--- src/rtl/ps2_key_decoder.sv ---
// PS/2 keyboard receiver and held-key decoder for game controls (A/D/W/Space).
// Define PS2_ARROWS_EN to also map extended arrow keys onto the same key bits.
module ps2_key_decoder #(
   parameter int unsigned TIMEOUT_CYCLES = 65000,
   parameter int unsigned SYNC_STAGES    = 2
) (
   input  logic       clk,
   input  logic       rst,
   input  logic       ps2_clk,
   input  logic       ps2_data,
   output logic [3:0] key,
   output logic [7:0] rx_byte,
   output logic       rx_valid,
   output logic       rx_err
);

   localparam int unsigned TW = $clog2(TIMEOUT_CYCLES + 1);
   localparam logic [TW-1:0] TMO_LAST = TW'(TIMEOUT_CYCLES - 1);

   typedef enum logic [1:0] {
      IDLE,
      DATA,
      PARITY,
      STOP
   } rx_state_t;

   // synchronizers
   logic [SYNC_STAGES-1:0] clk_sync_q, clk_sync_d;
   logic [SYNC_STAGES-1:0] data_sync_q, data_sync_d;
   logic                   clk_prev_q, clk_prev_d;
   logic                   clk_s, data_s, fall;

   // receiver
   rx_state_t state_q, state_d;
   logic [2:0]    bit_cnt_q, bit_cnt_d;
   logic [7:0]    shift_q, shift_d;
   logic          par_q, par_d;
   logic [TW-1:0] tmo_q, tmo_d;
   logic [7:0]    rx_byte_q, rx_byte_d;
   logic          rx_valid_q, rx_valid_d;
   logic          rx_err_q, rx_err_d;

   // decoder
   logic       brk_q, brk_d;
   logic       ext_q, ext_d;
   logic [3:0] letter_q, letter_d;
   logic [3:0] key_q, key_d;
`ifdef PS2_ARROWS_EN
   logic [2:0] arrow_q, arrow_d;
`endif

   always_comb begin
      clk_sync_d  = {clk_sync_q[SYNC_STAGES-2:0], ps2_clk};
      data_sync_d = {data_sync_q[SYNC_STAGES-2:0], ps2_data};
      clk_s       = clk_sync_q[SYNC_STAGES-1];
      data_s      = data_sync_q[SYNC_STAGES-1];
      clk_prev_d  = clk_s;
      fall        = clk_prev_q & ~clk_s;
   end

   always_comb begin
      state_d    = state_q;
      bit_cnt_d  = bit_cnt_q;
      shift_d    = shift_q;
      par_d      = par_q;
      tmo_d      = tmo_q;
      rx_byte_d  = rx_byte_q;
      rx_valid_d = 1'b0;
      rx_err_d   = 1'b0;

      if (state_q == IDLE) begin
         tmo_d = '0;
         if (fall && !data_s) begin
            state_d   = DATA;
            bit_cnt_d = '0;
         end
      end else if (fall) begin
         tmo_d = '0;
         case (state_q)
            DATA: begin
               shift_d   = {data_s, shift_q[7:1]};
               bit_cnt_d = bit_cnt_q + 3'd1;
               if (bit_cnt_q == 3'd7) begin
                  state_d = PARITY;
               end
            end
            PARITY: begin
               par_d   = data_s;
               state_d = STOP;
            end
            STOP: begin
               // odd parity over data + parity bit, stop bit must be 1
               if (data_s && (^{shift_q, par_q})) begin
                  rx_byte_d  = shift_q;
                  rx_valid_d = 1'b1;
               end else begin
                  rx_err_d = 1'b1;
               end
               state_d   = IDLE;
               bit_cnt_d = '0;
            end
            default: state_d = IDLE;
         endcase
      end else if (tmo_q == TMO_LAST) begin
         state_d   = IDLE;
         bit_cnt_d = '0;
         tmo_d     = '0;
         rx_err_d  = 1'b1;
      end else begin
         tmo_d = tmo_q + TW'(1);
      end
   end

   always_comb begin
      brk_d    = brk_q;
      ext_d    = ext_q;
      letter_d = letter_q;
`ifdef PS2_ARROWS_EN
      arrow_d  = arrow_q;
`endif
      if (rx_valid_q) begin
         if (rx_byte_q == 8'hF0) begin
            brk_d = 1'b1;
         end else if (rx_byte_q == 8'hE0) begin
            ext_d = 1'b1;
         end else begin
            if (!ext_q) begin
               case (rx_byte_q)
                  8'h1C:   letter_d[0] = ~brk_q;
                  8'h23:   letter_d[1] = ~brk_q;
                  8'h1D:   letter_d[2] = ~brk_q;
                  8'h29:   letter_d[3] = ~brk_q;
                  default: letter_d    = letter_q;
               endcase
            end
`ifdef PS2_ARROWS_EN
            else begin
               case (rx_byte_q)
                  8'h6B:   arrow_d[0] = ~brk_q;
                  8'h74:   arrow_d[1] = ~brk_q;
                  8'h75:   arrow_d[2] = ~brk_q;
                  default: arrow_d    = arrow_q;
               endcase
            end
`endif
            brk_d = 1'b0;
            ext_d = 1'b0;
         end
      end
`ifdef PS2_ARROWS_EN
      // arrows and letters are tracked apart so releasing one keeps the other
      key_d = letter_d | {1'b0, arrow_d};
`else
      key_d = letter_d;
`endif
   end

   always_ff @(posedge clk or posedge rst) begin
      if (rst) begin
         clk_sync_q  <= '1;
         data_sync_q <= '1;
         clk_prev_q  <= 1'b1;
         state_q     <= IDLE;
         bit_cnt_q   <= '0;
         shift_q     <= '0;
         par_q       <= 1'b0;
         tmo_q       <= '0;
         rx_byte_q   <= '0;
         rx_valid_q  <= 1'b0;
         rx_err_q    <= 1'b0;
         brk_q       <= 1'b0;
         ext_q       <= 1'b0;
         letter_q    <= '0;
         key_q       <= '0;
`ifdef PS2_ARROWS_EN
         arrow_q     <= '0;
`endif
      end else begin
         clk_sync_q  <= clk_sync_d;
         data_sync_q <= data_sync_d;
         clk_prev_q  <= clk_prev_d;
         state_q     <= state_d;
         bit_cnt_q   <= bit_cnt_d;
         shift_q     <= shift_d;
         par_q       <= par_d;
         tmo_q       <= tmo_d;
         rx_byte_q   <= rx_byte_d;
         rx_valid_q  <= rx_valid_d;
         rx_err_q    <= rx_err_d;
         brk_q       <= brk_d;
         ext_q       <= ext_d;
         letter_q    <= letter_d;
         key_q       <= key_d;
`ifdef PS2_ARROWS_EN
         arrow_q     <= arrow_d;
`endif
      end
   end

   assign key      = key_q;
   assign rx_byte  = rx_byte_q;
   assign rx_valid = rx_valid_q;
   assign rx_err   = rx_err_q;

endmodule

--- config.mk ---
export PLATFORM = sky130hd
export DESIGN_NAME = ps2_key_decoder
export DESIGN_NICKNAME = d
export VERILOG_FILES = /design/src/rtl/ps2_key_decoder.sv
export SDC_FILE = /design/constraint.sdc
export NUM_CORES = 1
export LEC_CHECK = 0
export BUFFER_PORTS_ARGS = -buffer_cell sky130_fd_sc_hd__buf_2
export CAP_MARGIN = 25
export CORE_MARGIN = 3
export CORE_UTILIZATION = 25
export DETAILED_ROUTE_END_ITERATION = 6
export PLACE_DENSITY = 0.38
export SLEW_MARGIN = 5
export SYNTH_ARGS = -nofsm -noshare
export SYNTH_HDL_FRONTEND = slang
export SYNTH_SLANG_ARGS = --single-unit
--- constraint.sdc ---
create_clock -name clk -period 2.1 [get_ports clk]
set_input_delay 0.42 -clock clk [delete_from_list [all_inputs] [get_ports clk]]
set_output_delay 0.42 -clock clk [all_outputs]
set_load 0.01 [all_outputs]
# Word-level counts from Yosys, hierarchy flattened

Cells that the tools add are included.

Add/sub/neg operators: 2
Eq/ne operators: 15
Muxes and demuxes: 26
Bitwise logic cells: 7
Reductions and logical operators: 17

Operator list:

| kind                                          | number |
|---|---|
| 2-to-1 mux 16 bit                             | 3 |
| AND reduction 5 bit                           | 4 |
| adder 16 x 1 -> 16 bit, second input constant | 1 |
| == test 16 bit, second input constant         | 1 |
| == test 8 x 5 -> 1 bit, second input constant | 2 |
| == test 8 x 6 -> 1 bit, second input constant | 2 |
| == test 8 bit, second input constant          | 2 |
| 2-to-1 mux 1 bit                              | 12 |
| 2-to-1 mux 3 bit                              | 4 |
| AND reduction 3 bit                           | 4 |
| 2-to-1 mux 2 bit                              | 5 |
| parity 9 bit                                  | 1 |
| inverter 1 bit                                | 6 |
| case mux 3 bit (2 select lines)               | 1 |
| == test 2 bit, second input constant          | 2 |
| != test 4 x 1 -> 1 bit, second input constant | 1 |
| != test 4 bit, second input constant          | 1 |
| case mux 2 bit (2 select lines)               | 1 |
| AND reduction 2 bit                           | 2 |
| AND reduction 4 bit                           | 1 |
| adder 3 x 1 -> 3 bit, second input constant   | 1 |
| == test 3 bit, second input constant          | 1 |
| nonzero test 3 bit                            | 1 |
| == test 2 x 1 -> 1 bit, second input constant | 1 |
| other kinds (6)                               | 7 |

Register bits after elaboration: 51
Output and inout bits: 14

# Longest topological paths before layout

Word-level depth: 6
Mapped depth: 7

# Worst setup path before layout

No wires, ideal clock.

Path kind: register -> register
Start: reg state_q[0]
End: reg rx_byte_q[0], in the netlist rx_byte[0]
Library setup time: 125 ps
Arrival: 1,857 ps
Data required time: 1,975 ps
Path slack: 119 ps
Cell stages (with the launch flop): 7
Period minus slack after synthesis: 1,981 ps
Cell sequence: dfrtp_1 > inv_1 > ha_1 > nor3b_2 > nand4_1 > mux2i_4 > mux2_2

Word-level cells in the longest chain between the ends: 3
Elaborated cells on any way between the ends: 4
Classes of those cells: eq/ne: 1; bitwise: 1; reduce/logical: 2

RTL lines:

| what                              | RTL line | text |
|---|---|---|
| from (decl)                       | 34       | `rx_state_t state_q, state_d;` |
| from (signal assigned)            | 182      | `state_q <= state_d;` |
| zero test 2 bit                   | 71       | `if (state_q == IDLE) begin` |
| inverter 1 bit (no line)          | -        |  |
| AND reduction 4 bit (no line) (*) | -        |  |
| to (signal assigned)              | 187      | `rx_byte_q <= rx_byte_d;` |
| to (decl)                         | 39       | `logic [7:0] rx_byte_q, rx_byte_d;` |

Every way passes the cells marked *; elsewhere a longest branch is shown, timed or not.
A chain may end at the register's enable or synchronous reset.

# Final worst setup path

Start: reg state_q[0]
End: reg rx_byte_q[7], in the netlist rx_byte[7]

The elaborated chain is that of the path after synthesis.

==> impl_metrics.env <==
export IMPL_crit_family="multiplexers"
export IMPL_p_leak_nw=1.324
export IMPL_met1_usage_pct=13.40
export IMPL_reg2regPathDepth=7
export IMPL_slowest_delay_ns=0.40
export IMPL_dieArea_um2=11170
export IMPL_synthFlopType="dfrtp_1"
export IMPL_dp_cells=361
export IMPL_io_buffers=17
export IMPL_clock_skew_ns=0.01134
export IMPL_htree_levels=2
export IMPL_grt_pass1_wl_um=8749
export IMPL_numCtsBuffers=5
export IMPL_cpMaxStageDelayCell="dfrtp_1"
export IMPL_mostFrequentLayoutCells="46 x dfrtp_1, 20 x mux2_2, 17 x buf_2"
export IMPL_drtIter0Drc=77
export IMPL_synth_seq_area_share_pct=51.64
export IMPL_async_flop_share_pct=100.0
export IMPL_powerDensity_nw_per_um2=920.8
export IMPL_die_y_um=105.7
export IMPL_cp_cell_sequence="inv_1 > ha_1 > nor3b_2 > nand4_1 > mux2i_4 > buf_12 > mux2_2"
export IMPL_clk_latency_ns=0.30
export IMPL_grt_ovfl_total=0
export IMPL_die_w_um=105.7
export IMPL_first_pass_iters=4
export IMPL_place_congestion=0.7580
export IMPL_use_met2_pct=15.57
export IMPL_ant_nets=0
export IMPL_rsz0062_at_grt="false"
export IMPL_synth_simple_area_share_pct=17.63
export IMPL_route_detailed_drc=0
export IMPL_run_status="finished clean"
export IMPL_cp_data_arrival_time_ns=2.10
export IMPL_holdBufCountCts=0
export IMPL_cp_required_ns=2.28
export IMPL_dp_hpwl_um=3552
export IMPL_rows=35
export IMPL_path_buf_inv=2
export IMPL_criticalPathCategory="flip-flop to flip-flop"
export IMPL_fin_util_pct=30.61
export IMPL_synthMuxAreaShare_pct=12.39
export IMPL_vias=1624
export IMPL_synthDistinctLibCells=41
export IMPL_synth_cells=210
export IMPL_finalSetupTns_ns=0
export IMPL_synthToLayoutAreaGrowth_pct=16.57
export IMPL_synth_warning_count=0
export IMPL_vdd_drop_max_uv=380.3
export IMPL_grt_pass1_vias=1723
export IMPL_syn_num_nets=222
export IMPL_drive_gt1_share_pct=26.67
export IMPL_synthAdderAreaFrac_pct=4.030
export IMPL_clk_pin_slew_ns=0.09
export IMPL_worst_hold_path_type="input pin to asynchronous set/reset pin"
export IMPL_diodes=0
export IMPL_r2r_start="state_q[0]$_DFFE_PP0P_"
export IMPL_synth_top_area_cell="dfrtp_1"
export IMPL_synth_top_area_share_pct=46.35
export IMPL_worstPathMaxFanout=9
export IMPL_root_buffer="clkbuf_8"
export IMPL_start_util_pct=26.26
export IMPL_clkSinkCount=51
export IMPL_synth_seq_cells=51
export IMPL_finalSetupViolCount=0
export IMPL_grt_antenna_before_repair=0
export IMPL_synth_top_family_by_area="simple AND/OR/NAND/NOR gates"
export IMPL_synth_compound_area_share_pct=4.937
export IMPL_fmax_ghz=0.5222
export IMPL_r2r_slack_ns=0.19
export IMPL_cts_tree="built"
export IMPL_cts_buffer_depth=2
export IMPL_max_slew_margin_pct=69.64
export IMPL_synth_edf_count=0
export IMPL_avgViaCountPerCell=4.401
export IMPL_end_kind="flip-flop"
export IMPL_fin_crit_ns=1.915
export IMPL_top_usage_layer="met2"
export IMPL_wl_um=5048
export IMPL_worst_pin_slew_ns=0.4548
export IMPL_fin_nets=252
export IMPL_slew_viol_final=0
export IMPL_met3_usage_pct=2.143
export IMPL_maxCapViolations=0
export IMPL_avgSynthCellArea_um2=11.83
export IMPL_io_pins=18
export IMPL_instances_no_fill=369
export IMPL_final_common_cell="dfrtp_1"
export IMPL_track_usage_pct=9.756
export IMPL_synth_xor_area_share_pct=7.154
export IMPL_hold_violations=0
export IMPL_core_area_um2=9459
export IMPL_yosys_top_cells_area="dfrtp_1 46%, mux2_2 9.1%, dfstp_2 5.3%"
export IMPL_netlist_area_um2=2484
export IMPL_grt_max_degree=22
export IMPL_wl_per_cell_um=13.68
export IMPL_reg2reg_to="rx_byte[7]$_DFFE_PP0P_"
export IMPL_critPathLaunchType="flip-flop"
export IMPL_period_share_pct=91.19
## synth_stat cells (all sizes together) (6+ instances only)
library cell / n
mux2: 20
nand2: 15
ha: 8
xnor2: 6
xor2: 6
a21oi: 7
nand4: 7
nor2: 15
dfrtp: 46
inv: 12
mux2i: 7
## flip-flops by register name (all words and copies together), names as in the netlist, 2 cells and up
name,flops
data_sync_q,2
rx_byte,8
bit_cnt_q,3
clk_sync_q,2
tmo_q,16
shift_q,8
state_q,2
key,4
## layout make-up
type / count / area [um^2]
Fill cell: 1004 / 6564
Sequential cell: 51 / 1282
Multi-Input combinational cell: 145 / 1146
Tap cell: 129 / 161.4
Timing Repair Buffer: 25 / 157.7
Clock buffer: 6 / 72.57
Inverter: 12 / 45.04
Clock inverter: 1 / 30.03
## through the flow
step                power (mW)  instance area (um^2)  setup WS (ns)  hold slack (ns)
floorplan                1.838                  2484         0.1186           0.3452
global placement         2.040                  2773         0.1075           0.3453
detailed placement       2.034                  2773        0.07825           0.3493
CTS                      2.725                  2875        0.06432           0.1331
global route             2.860                  2895        0.03434           0.1446
finish                   2.666                  2895         0.1850           0.1196
## routing by layer
layer,vias up,share of wire [%]
met2,23,47
met1,794,49
met5,-,0
met4,0,0.87
met3,5,2.9
li1,802,-
## cell families (layout without fill, tap and decap cells)
| logic type | count (synthesis) | count (layout) |
|---|---|---|
| and+or+nand+nor | 75 | 75 |
| DFF | 51 | 51 |
| muxes | 27 | 27 |
| AOI/OAI and AO/OA | 20 | 20 |
| xor gates and xnor gates | 15 | 15 |
| buffers and inverters | 14 | 44 |
| adders and majority gates | 8 | 8 |
## worst reg2reg max path, cell delays in order, from the launching register on
cell,delay [ns]
dfrtp_1,0.40
inv_1,0.09
ha_1,0.23
nor3b_2,0.24
nand4_1,0.17
mux2i_4,0.20
buf_12,0.15
mux2_2,0.33
## report_power, final
group          internal [mW]  switching (mW)  total (mW)
Combinational          0.434           0.362       0.796
Clock                  0.350           0.314       0.664
Sequential              1.09           0.113        1.21
Total                   1.88           0.790        2.67
## what timing repair did
| item | in CTS | in global routing |
|---|---|---|
| resized for setup | 0 | 0 |
| endpoints found under the setup margin | 0 | 8 |
| setup buffers | 0 | 1 |
## worst max-delay path by stage
stage / from / to / depth (start not counted)
after floorplan: state_q[0]$_DFFE_PP0P_ / rx_byte[0]$_DFFE_PP0P_ / 6
after global placement: state_q[0]$_DFFE_PP0P_ / rx_byte[5]$_DFFE_PP0P_ / 6
after detailed placement: state_q[0]$_DFFE_PP0P_ / rx_byte[6]$_DFFE_PP0P_ / 6
after CTS: state_q[0]$_DFFE_PP0P_ / rx_byte[0]$_DFFE_PP0P_ / 6
after global routing: state_q[0]$_DFFE_PP0P_ / rx_byte[2]$_DFFE_PP0P_ / 7
final: state_q[0]$_DFFE_PP0P_ / rx_byte[7]$_DFFE_PP0P_ / 7
Power figures use the tool's default switching activity.
